File: src/rtl/viterbi_frame_encoder_pkg.sv
// Shared definitions for the transmit-side convolutional frame encoder:
// code width, default constraint length and generator polynomials,
// FSM state encoding and the parity helper used by the shift core.
package viterbi_frame_encoder_pkg;

  localparam int WD_CODE = 2;                 // rate-1/2: two code bits per input bit
  localparam int VD_K    = 9;                 // constraint length
  localparam int VD_TAIL = VD_K - 1;          // zero bits flushed after each frame

  // Bit K-1 of each polynomial taps the bit being consumed this tick.
  localparam logic [VD_K-1:0] VD_G0 = 9'o561; // drives Code[1]
  localparam logic [VD_K-1:0] VD_G1 = 9'o753; // drives Code[0]

  typedef logic [WD_CODE-1:0] code_t;

  typedef enum logic [1:0] {
    ST_IDLE = 2'd0,
    ST_DATA = 2'd1,
    ST_TAIL = 2'd2
  } enc_state_e;

endpackage

File: src/rtl/viterbi_frame_encoder_if.sv
// Source-side handshake plus code/status outputs of the frame encoder.
// master = data source / decoder side, slave = the encoder itself.
interface viterbi_frame_encoder_if;
  import viterbi_frame_encoder_pkg::*;

  logic  InValid;
  logic  InBit;
  logic  InLast;
  logic  InReady;
  code_t ErrInject;
  code_t Code;
  logic  CodeValid;
  logic  Active;
  logic  FrameDone;
  logic  Underrun;

  modport master (
    output InValid, InBit, InLast, ErrInject,
    input  InReady, Code, CodeValid, Active, FrameDone, Underrun
  );

  modport slave (
    input  InValid, InBit, InLast, ErrInject,
    output InReady, Code, CodeValid, Active, FrameDone, Underrun
  );
endinterface

File: src/rtl/viterbi_frame_encoder_conv_shift_core.sv
// Convolutional encoder core: K-1 bit history register plus the two
// generator parity trees. Shifts one bit per Shift pulse and registers the
// resulting (optionally error-masked) code symbol. Kept free of framing
// logic so the decoder's traceback self-check can reuse it.
module viterbi_frame_encoder_conv_shift_core
  import viterbi_frame_encoder_pkg::*;
#(
  parameter int           K  = VD_K,
  parameter logic [K-1:0] G0 = VD_G0,
  parameter logic [K-1:0] G1 = VD_G1
) (
  input  logic         CLOCK,
  input  logic         Reset,
  input  logic         Shift,
  input  logic         Bit,
  input  code_t        Mask,
  output code_t        Code,
  output logic [K-2:0] State
);

  // Encoding window: newest bit on top, older history below it.
  logic [K-1:0] window;
  assign window = {Bit, State};

  // Advance the history and register the masked symbol on each shift.
  // NOTE: registers are assigned with <= so every flop samples pre-edge
  // values; State on the right-hand side is the old history, as the code
  // symbol equation requires.
  always_ff @(posedge CLOCK or negedge Reset) begin
    if (!Reset) begin
      State <= '0;
      Code  <= '0;
    end else if (Shift) begin
      Code  <= {^(window & G0), ^(window & G1)} ^ Mask;
      State <= {Bit, State[K-2:1]};
    end
  end

endmodule

File: src/rtl/viterbi_frame_encoder.sv
// Frame encoder top: paces one code symbol every SYM_DIV clocks, accepts a
// serial bit stream with a ready/valid handshake, stuffs zeros on source
// underrun, appends K-1 zero tail bits per frame and raises Active/FrameDone
// for the downstream Viterbi decoder.
module viterbi_frame_encoder
  import viterbi_frame_encoder_pkg::*;
#(
  parameter int           SYM_DIV = 4,
  parameter int           K       = VD_K,
  parameter logic [K-1:0] G0      = VD_G0,
  parameter logic [K-1:0] G1      = VD_G1
) (
  input logic                   CLOCK,
  input logic                   Reset,
  viterbi_frame_encoder_if.slave bus
);

  localparam int CNT_W    = (SYM_DIV > 1) ? $clog2(SYM_DIV) : 1;
  localparam int TAIL_LEN = K - 1;
  localparam int TAIL_W   = (TAIL_LEN > 1) ? $clog2(TAIL_LEN) : 1;

  logic [CNT_W-1:0]  tick_cnt;
  logic              tick;
  enc_state_e        state, state_nxt;
  logic [TAIL_W-1:0] tail_cnt, tail_cnt_nxt;

  logic              shift;
  logic              shift_bit;
  code_t             shift_mask;
  logic              emit;
  logic              set_active;
  logic              set_underrun;
  logic              last_tail;
  logic              last_tail_q;
  logic [K-2:0]      sr;

  // Free-running symbol pacing counter; tick marks the last clock of a symbol.
  always_ff @(posedge CLOCK or negedge Reset) begin
    if (!Reset) tick_cnt <= '0;
    else if (tick) tick_cnt <= '0;
    else tick_cnt <= tick_cnt + 1'b1;
  end

  assign tick        = (tick_cnt == CNT_W'(SYM_DIV - 1));
  assign bus.InReady = tick && ((state == ST_IDLE) || (state == ST_DATA));

  // State and tail counter registers.
  always_ff @(posedge CLOCK or negedge Reset) begin
    if (!Reset) begin
      state    <= ST_IDLE;
      tail_cnt <= '0;
    end else begin
      state    <= state_nxt;
      tail_cnt <= tail_cnt_nxt;
    end
  end

  // Next-state and per-tick shift control; everything idles between ticks.
  // NOTE: every output of this block gets a default before the case, so no
  // path leaves a signal unassigned and no latch is inferred.
  always_comb begin
    state_nxt    = state;
    tail_cnt_nxt = tail_cnt;
    shift        = 1'b0;
    shift_bit    = 1'b0;
    shift_mask   = '0;
    emit         = 1'b0;
    set_active   = 1'b0;
    set_underrun = 1'b0;
    last_tail    = 1'b0;
    if (tick) begin
      unique case (state)
        ST_IDLE: begin
          // An idle tick shifts a zero into the (already zero) history,
          // which forces Code back to 00 without emitting a symbol.
          shift = 1'b1;
          if (bus.InValid) begin
            shift_bit  = bus.InBit;
            shift_mask = bus.ErrInject;
            emit       = 1'b1;
            set_active = 1'b1;
            if (bus.InLast) begin
              state_nxt    = ST_TAIL;
              tail_cnt_nxt = '0;
            end else begin
              state_nxt = ST_DATA;
            end
          end
        end
        ST_DATA: begin
          shift      = 1'b1;
          emit       = 1'b1;
          shift_mask = bus.ErrInject;
          if (bus.InValid) begin
            shift_bit = bus.InBit;
            if (bus.InLast) begin
              state_nxt    = ST_TAIL;
              tail_cnt_nxt = '0;
            end
          end else begin
            // Source starved: keep the symbol rate by stuffing a zero bit.
            set_underrun = 1'b1;
          end
        end
        ST_TAIL: begin
          shift        = 1'b1;
          emit         = 1'b1;
          shift_mask   = bus.ErrInject;
          tail_cnt_nxt = tail_cnt + 1'b1;
          if (tail_cnt == TAIL_W'(TAIL_LEN - 1)) begin
            state_nxt    = ST_IDLE;
            tail_cnt_nxt = '0;
            last_tail    = 1'b1;
          end
        end
        default: state_nxt = ST_IDLE;
      endcase
    end
  end

  // Status flags: CodeValid tracks the Code register, Active/Underrun are
  // sticky, FrameDone follows one cycle after the final tail symbol.
  always_ff @(posedge CLOCK or negedge Reset) begin
    if (!Reset) begin
      bus.CodeValid <= 1'b0;
      bus.Active    <= 1'b0;
      bus.Underrun  <= 1'b0;
      bus.FrameDone <= 1'b0;
      last_tail_q   <= 1'b0;
    end else begin
      bus.CodeValid <= emit;
      bus.Active    <= bus.Active | set_active;
      bus.Underrun  <= bus.Underrun | set_underrun;
      last_tail_q   <= last_tail;
      bus.FrameDone <= last_tail_q;
    end
  end

  viterbi_frame_encoder_conv_shift_core #(
    .K  (K),
    .G0 (G0),
    .G1 (G1)
  ) u_core (
    .CLOCK (CLOCK),
    .Reset (Reset),
    .Shift (shift),
    .Bit   (shift_bit),
    .Mask  (shift_mask),
    .Code  (bus.Code),
    .State (sr)
  );

  // Every frame ends with K-1 zero bits, so the history is clear whenever idle.
  a_idle_history_clear : assert property (
    @(posedge CLOCK) disable iff (!Reset) (state == ST_IDLE) |-> (sr == '0)
  );

endmodule

File: src/flat_wrapper.sv
// flat-port wrapper written by rule: the top's interface ports become plain ports
module viterbi_frame_encoder_flat import viterbi_frame_encoder_pkg::*;
#(
  parameter int           SYM_DIV = 4,
  parameter int           K       = VD_K,
  parameter logic [K-1:0] G0      = VD_G0,
  parameter logic [K-1:0] G1      = VD_G1
)
  (CLOCK, Reset, bus_InValid, bus_InBit, bus_InLast, bus_ErrInject, bus_InReady, bus_Code, bus_CodeValid, bus_Active, bus_FrameDone, bus_Underrun);
  viterbi_frame_encoder_if bus_i ();
  input logic CLOCK;
  input logic Reset;
  input wire logic [$bits(bus_i.InValid)-1:0] bus_InValid;
  input wire logic [$bits(bus_i.InBit)-1:0] bus_InBit;
  input wire logic [$bits(bus_i.InLast)-1:0] bus_InLast;
  input wire logic [$bits(bus_i.ErrInject)-1:0] bus_ErrInject;
  output wire logic [$bits(bus_i.InReady)-1:0] bus_InReady;
  output wire logic [$bits(bus_i.Code)-1:0] bus_Code;
  output wire logic [$bits(bus_i.CodeValid)-1:0] bus_CodeValid;
  output wire logic [$bits(bus_i.Active)-1:0] bus_Active;
  output wire logic [$bits(bus_i.FrameDone)-1:0] bus_FrameDone;
  output wire logic [$bits(bus_i.Underrun)-1:0] bus_Underrun;
  assign bus_i.InValid = bus_InValid;
  assign bus_i.InBit = bus_InBit;
  assign bus_i.InLast = bus_InLast;
  assign bus_i.ErrInject = bus_ErrInject;
  assign bus_InReady = bus_i.InReady;
  assign bus_Code = bus_i.Code;
  assign bus_CodeValid = bus_i.CodeValid;
  assign bus_Active = bus_i.Active;
  assign bus_FrameDone = bus_i.FrameDone;
  assign bus_Underrun = bus_i.Underrun;
  viterbi_frame_encoder #(.SYM_DIV(SYM_DIV), .K(K), .G0(G0), .G1(G1)) u_core (.CLOCK(CLOCK), .Reset(Reset), .bus(bus_i));
endmodule
File: config.mk
export PLATFORM = sky130hd
export DESIGN_NAME = viterbi_frame_encoder_flat
export DESIGN_NICKNAME = d
export VERILOG_FILES = /design/src/rtl/viterbi_frame_encoder_pkg.sv /design/src/rtl/viterbi_frame_encoder_if.sv /design/src/rtl/viterbi_frame_encoder_conv_shift_core.sv /design/src/rtl/viterbi_frame_encoder.sv /design/src/flat_wrapper.sv
export SDC_FILE = /design/constraint.sdc
export NUM_CORES = 1
export LEC_CHECK = 0
export CELL_PAD_IN_SITES_DETAIL_PLACEMENT = 1
export CELL_PAD_IN_SITES_GLOBAL_PLACEMENT = 1
export CORE_MARGIN = 2
export CORE_UTILIZATION = 46
export DETAILED_ROUTE_END_ITERATION = 16
export PLACE_DENSITY = 0.92
export SLEW_MARGIN = 20
export SYNTH_ARGS = -nofsm -noshare
export SYNTH_HDL_FRONTEND = slang
export SYNTH_HIERARCHICAL = 1
export SYNTH_SLANG_ARGS = --single-unit
File: constraint.sdc
create_clock -name CLOCK -period 3.8 [get_ports CLOCK]
set_input_delay 0.38 -clock CLOCK [delete_from_list [all_inputs] [get_ports CLOCK]]
set_output_delay 0.38 -clock CLOCK [all_outputs]
set_load 0.1 [all_outputs]
==> reports/metrics.yaml <==
holdWs_ps: -0.803
wl_per_cell_um: 16.4
worst_ep_arrival_time_ps: 2560
synthToLayoutAreaGrowth_pct: 16.4
cp-end-kind: "primary output"
gp_congestion: 0.872
ff2ff_setup_slack_ps: 1780
slowest_stage: "clkdlybuf4s50_1"
reg2reg_depth: 7
fillers: 256
core.rowCount: 17
viasPerCell: 5.17
rsz0062_at_grt: "no"
seqCellArea_um2: 551
p_comb_frac: 0.496
required_ps: 3420
antenna_cells: 0
worst_ir_drop_vdd_mv: 0.419
grtUsageTotal: 0.190
clockRootBuffer: "clkbuf_4"
grt_pass1_wl_um: 3630
hold_viol: 3
setup_ws_ps: 856
yosys_register_bits: 22
cts_resized: 0
synthDistinctLibCells: 26
cts_tree: "yes"
pwr-share-seq: 0.368
critPathMaxFanout: 7
syn_avg_cell_area_um2: 12.0
numCtsBuffers: 3
fin_util: 0.572
synth_area_um2: 1110
seq_area_frac_synth: 0.497
yosysWarnings: 6
synth_top_cell_by_area: "dfrtp_1"
switching_share: 0.430
hpwlAfterDp_um: 1660
holdBufCountCts: 0
drt-initial-drc-count: 9
p_leak_nw: 0.601
start_kind: "flip-flop"
initial_core_util: 0.492
multiInputGateArea_um2: 524
slowest_delay_ps: 1130
cts_setup_buffers: 0
vias: 693
grtUsageMet1: 0.231
grt_pass1_vias: 743
place_ws_ps: 1230
die_w_um: 53.1
clk_pin_slew_worst_paths_ps: 120
cts_max_level: 1
clkSinkCount: 22
top_usage_layer: "met2"
dr.pass1.iters: 4
p_switching_uw: 410
cp.depth: 4
cts_buffer_depth: 2
wirelength_um: 2200
core_um2: 2250
die_h_um: 53.1
antenna_found_initial: 0
failed_checks: "negative hold slack"
ios: 14
overflow: 0
drv_cap: 0
skew_ps: 7.44
setup_tns_ps: 0
clk_latency_ps: 320
slew_headroom: 0.353
drive_above_1_share: 0.160
finalMaxSlewViolations: 0
fin_crit_sh: 0.775
syn_nets: 108
outcome: "complete, but fails checks"
port_buffers: 13
use_met2: 0.325
finalSetupViolations: 0
p_int_uw: 544
crit_family: "buffers and inverters"
nNetsFinal: 123
hold_path_class: "primary input to asynchronous set/reset pin"
p_clk_frac: 0.136
ant_nets: 0
yosysTopAreaCellShare: 0.497
grt_max_degree: 23
met3_usage: 0.0254
synthCells: 92
cp_cell_sequence: "inv_1, ha_1, o21a_1, clkdlybuf4s50_1"
fmax_mhz: 340
p_per_area_nw_per_um2: 739
path_buf_inv: 2
drc: 0
fin_crit_ps: 2940
tightest_slew_ps: 967
critPathKind: "flip-flop to primary output"
ys_top_cells_by_area: "dfrtp_1 50%, ha_1 10%, mux2_2 7.1%"
die_area_um2: 2820
per-stage QoR:
step / power (mW) / std cells / instance area (um2)
finish: 0.954 / 134 / 1290
global route: 1.01 / 134 / 1290
CTS: 0.961 / 134 / 1290
detailed placement: 0.826 / 130 / 1260
global placement: 0.799 / 130 / 1260
floorplan: 0.716 / 92 / 1110
power by group through the flow:
stage | combinational [mW] | sequential [mW] | clock, mW
floorplan | 0.246 | 0.470 | 0
global placement | 0.450 | 0.348 | 0
detailed placement | 0.470 | 0.356 | 0
CTS | 0.474 | 0.351 | 0.136
global route | 0.509 | 0.359 | 0.143
finish | 0.473 | 0.351 | 0.130
metal layers:
metal / routed length, um / share of wire
met5: 0 / 0
met4: 52 / 0.024
met3: 69 / 0.031
met2: 1090 / 0.50
met1: 979 / 0.45
final cells by class:
| class | count | area share |
|---|---|---|
| sequential | 22 | 0.427 |
| multi-input combinational | 62 | 0.406 |
| timing repair buffer | 13 | 0.0970 |
| clock buffer | 4 | 0.0281 |
| tap | 28 | 0.0272 |
| inverter | 5 | 0.0145 |
registers in the layout (all words and copies together) (netlist names):
register,count
u_core/last_tail_q,1
u_core/bus.FrameDone,1
u_core/bus.Underrun,1
u_core/u_core/State,8
u_core/tail_cnt,3
u_core/state,2
u_core/u_core/Code,2
u_core/bus.Active,1
u_core/bus.CodeValid,1
u_core/tick_cnt,2
path summary, 6_finish.rpt:
path,from,endpoint
max in group asynchronous,Reset,u_core/u_core/Code[0]
max reg2reg,u_core/state[0],u_core/u_core/Code[1]
min,Reset,u_core/state[0]
max,u_core/state[1],bus_InReady
min reg2reg,u_core/last_tail_q,u_core/bus.FrameDone
min in group CLOCK,u_core/last_tail_q,u_core/bus.FrameDone
cells in the mapped netlist (all sizes together):
cell,number
dfrtp,22
ha,9
mux2,9
xnor2,9
nor2,8
a21oi,5
inv,5
buf,3
nand2,3
nand2b,3
and2,2
o21ai,2
o31ai,2
a21bo,1
a2bb2oi,1
a31o,1
and3,1
mux2i,1
nand3,1
o2111a,1
o2111ai,1
o21a,1
o2bb2ai,1
cells by family (layout without fill, tap and decap cells):
kind of cell,count (synthesis),after routing,share of synthesized area
XOR/XNOR,9,9,0.0711
adder cells (fa/ha/maj),9,9,0.102
flip-flops,22,22,0.497
buffers and inverters,8,22,0.0305
AO/OA/AOI/OAI,16,16,0.119
AND/OR/NAND/NOR,18,18,0.0779
multiplexers,10,10,0.104
layout by cell type (no fill, tap or decap), drive strengths merged:
| cell | instances |
|---|---|
| o2111a | 1 |
| a31o | 1 |
| nand3 | 1 |
| clkbuf | 4 |
| a21oi | 5 |
| a21bo | 1 |
| o2111ai | 1 |
| nand2b | 3 |
| ha | 9 |
| and2 | 2 |
| o21ai | 2 |
| o21a | 1 |
| nor2 | 8 |
| mux2 | 9 |
| inv | 5 |
| mux2i | 1 |
| nand2 | 3 |
| o2bb2ai | 1 |
| clkdlybuf4s50 | 12 |
| o31ai | 2 |
| buf | 1 |
| a2bb2oi | 1 |
| dfrtp | 22 |
| xnor2 | 9 |
| and3 | 1 |
worst reg2reg max path, stage by stage, from the launching register on:
cell and delay [ps]:
dfrtp_1 440, inv_1 120, ha_1 320, o2111a_1 320, xnor2_1 150, xnor2_1 300
xnor2_1 160, a21oi_1 80
Note: power is estimated with default switching activity, not from simulation.
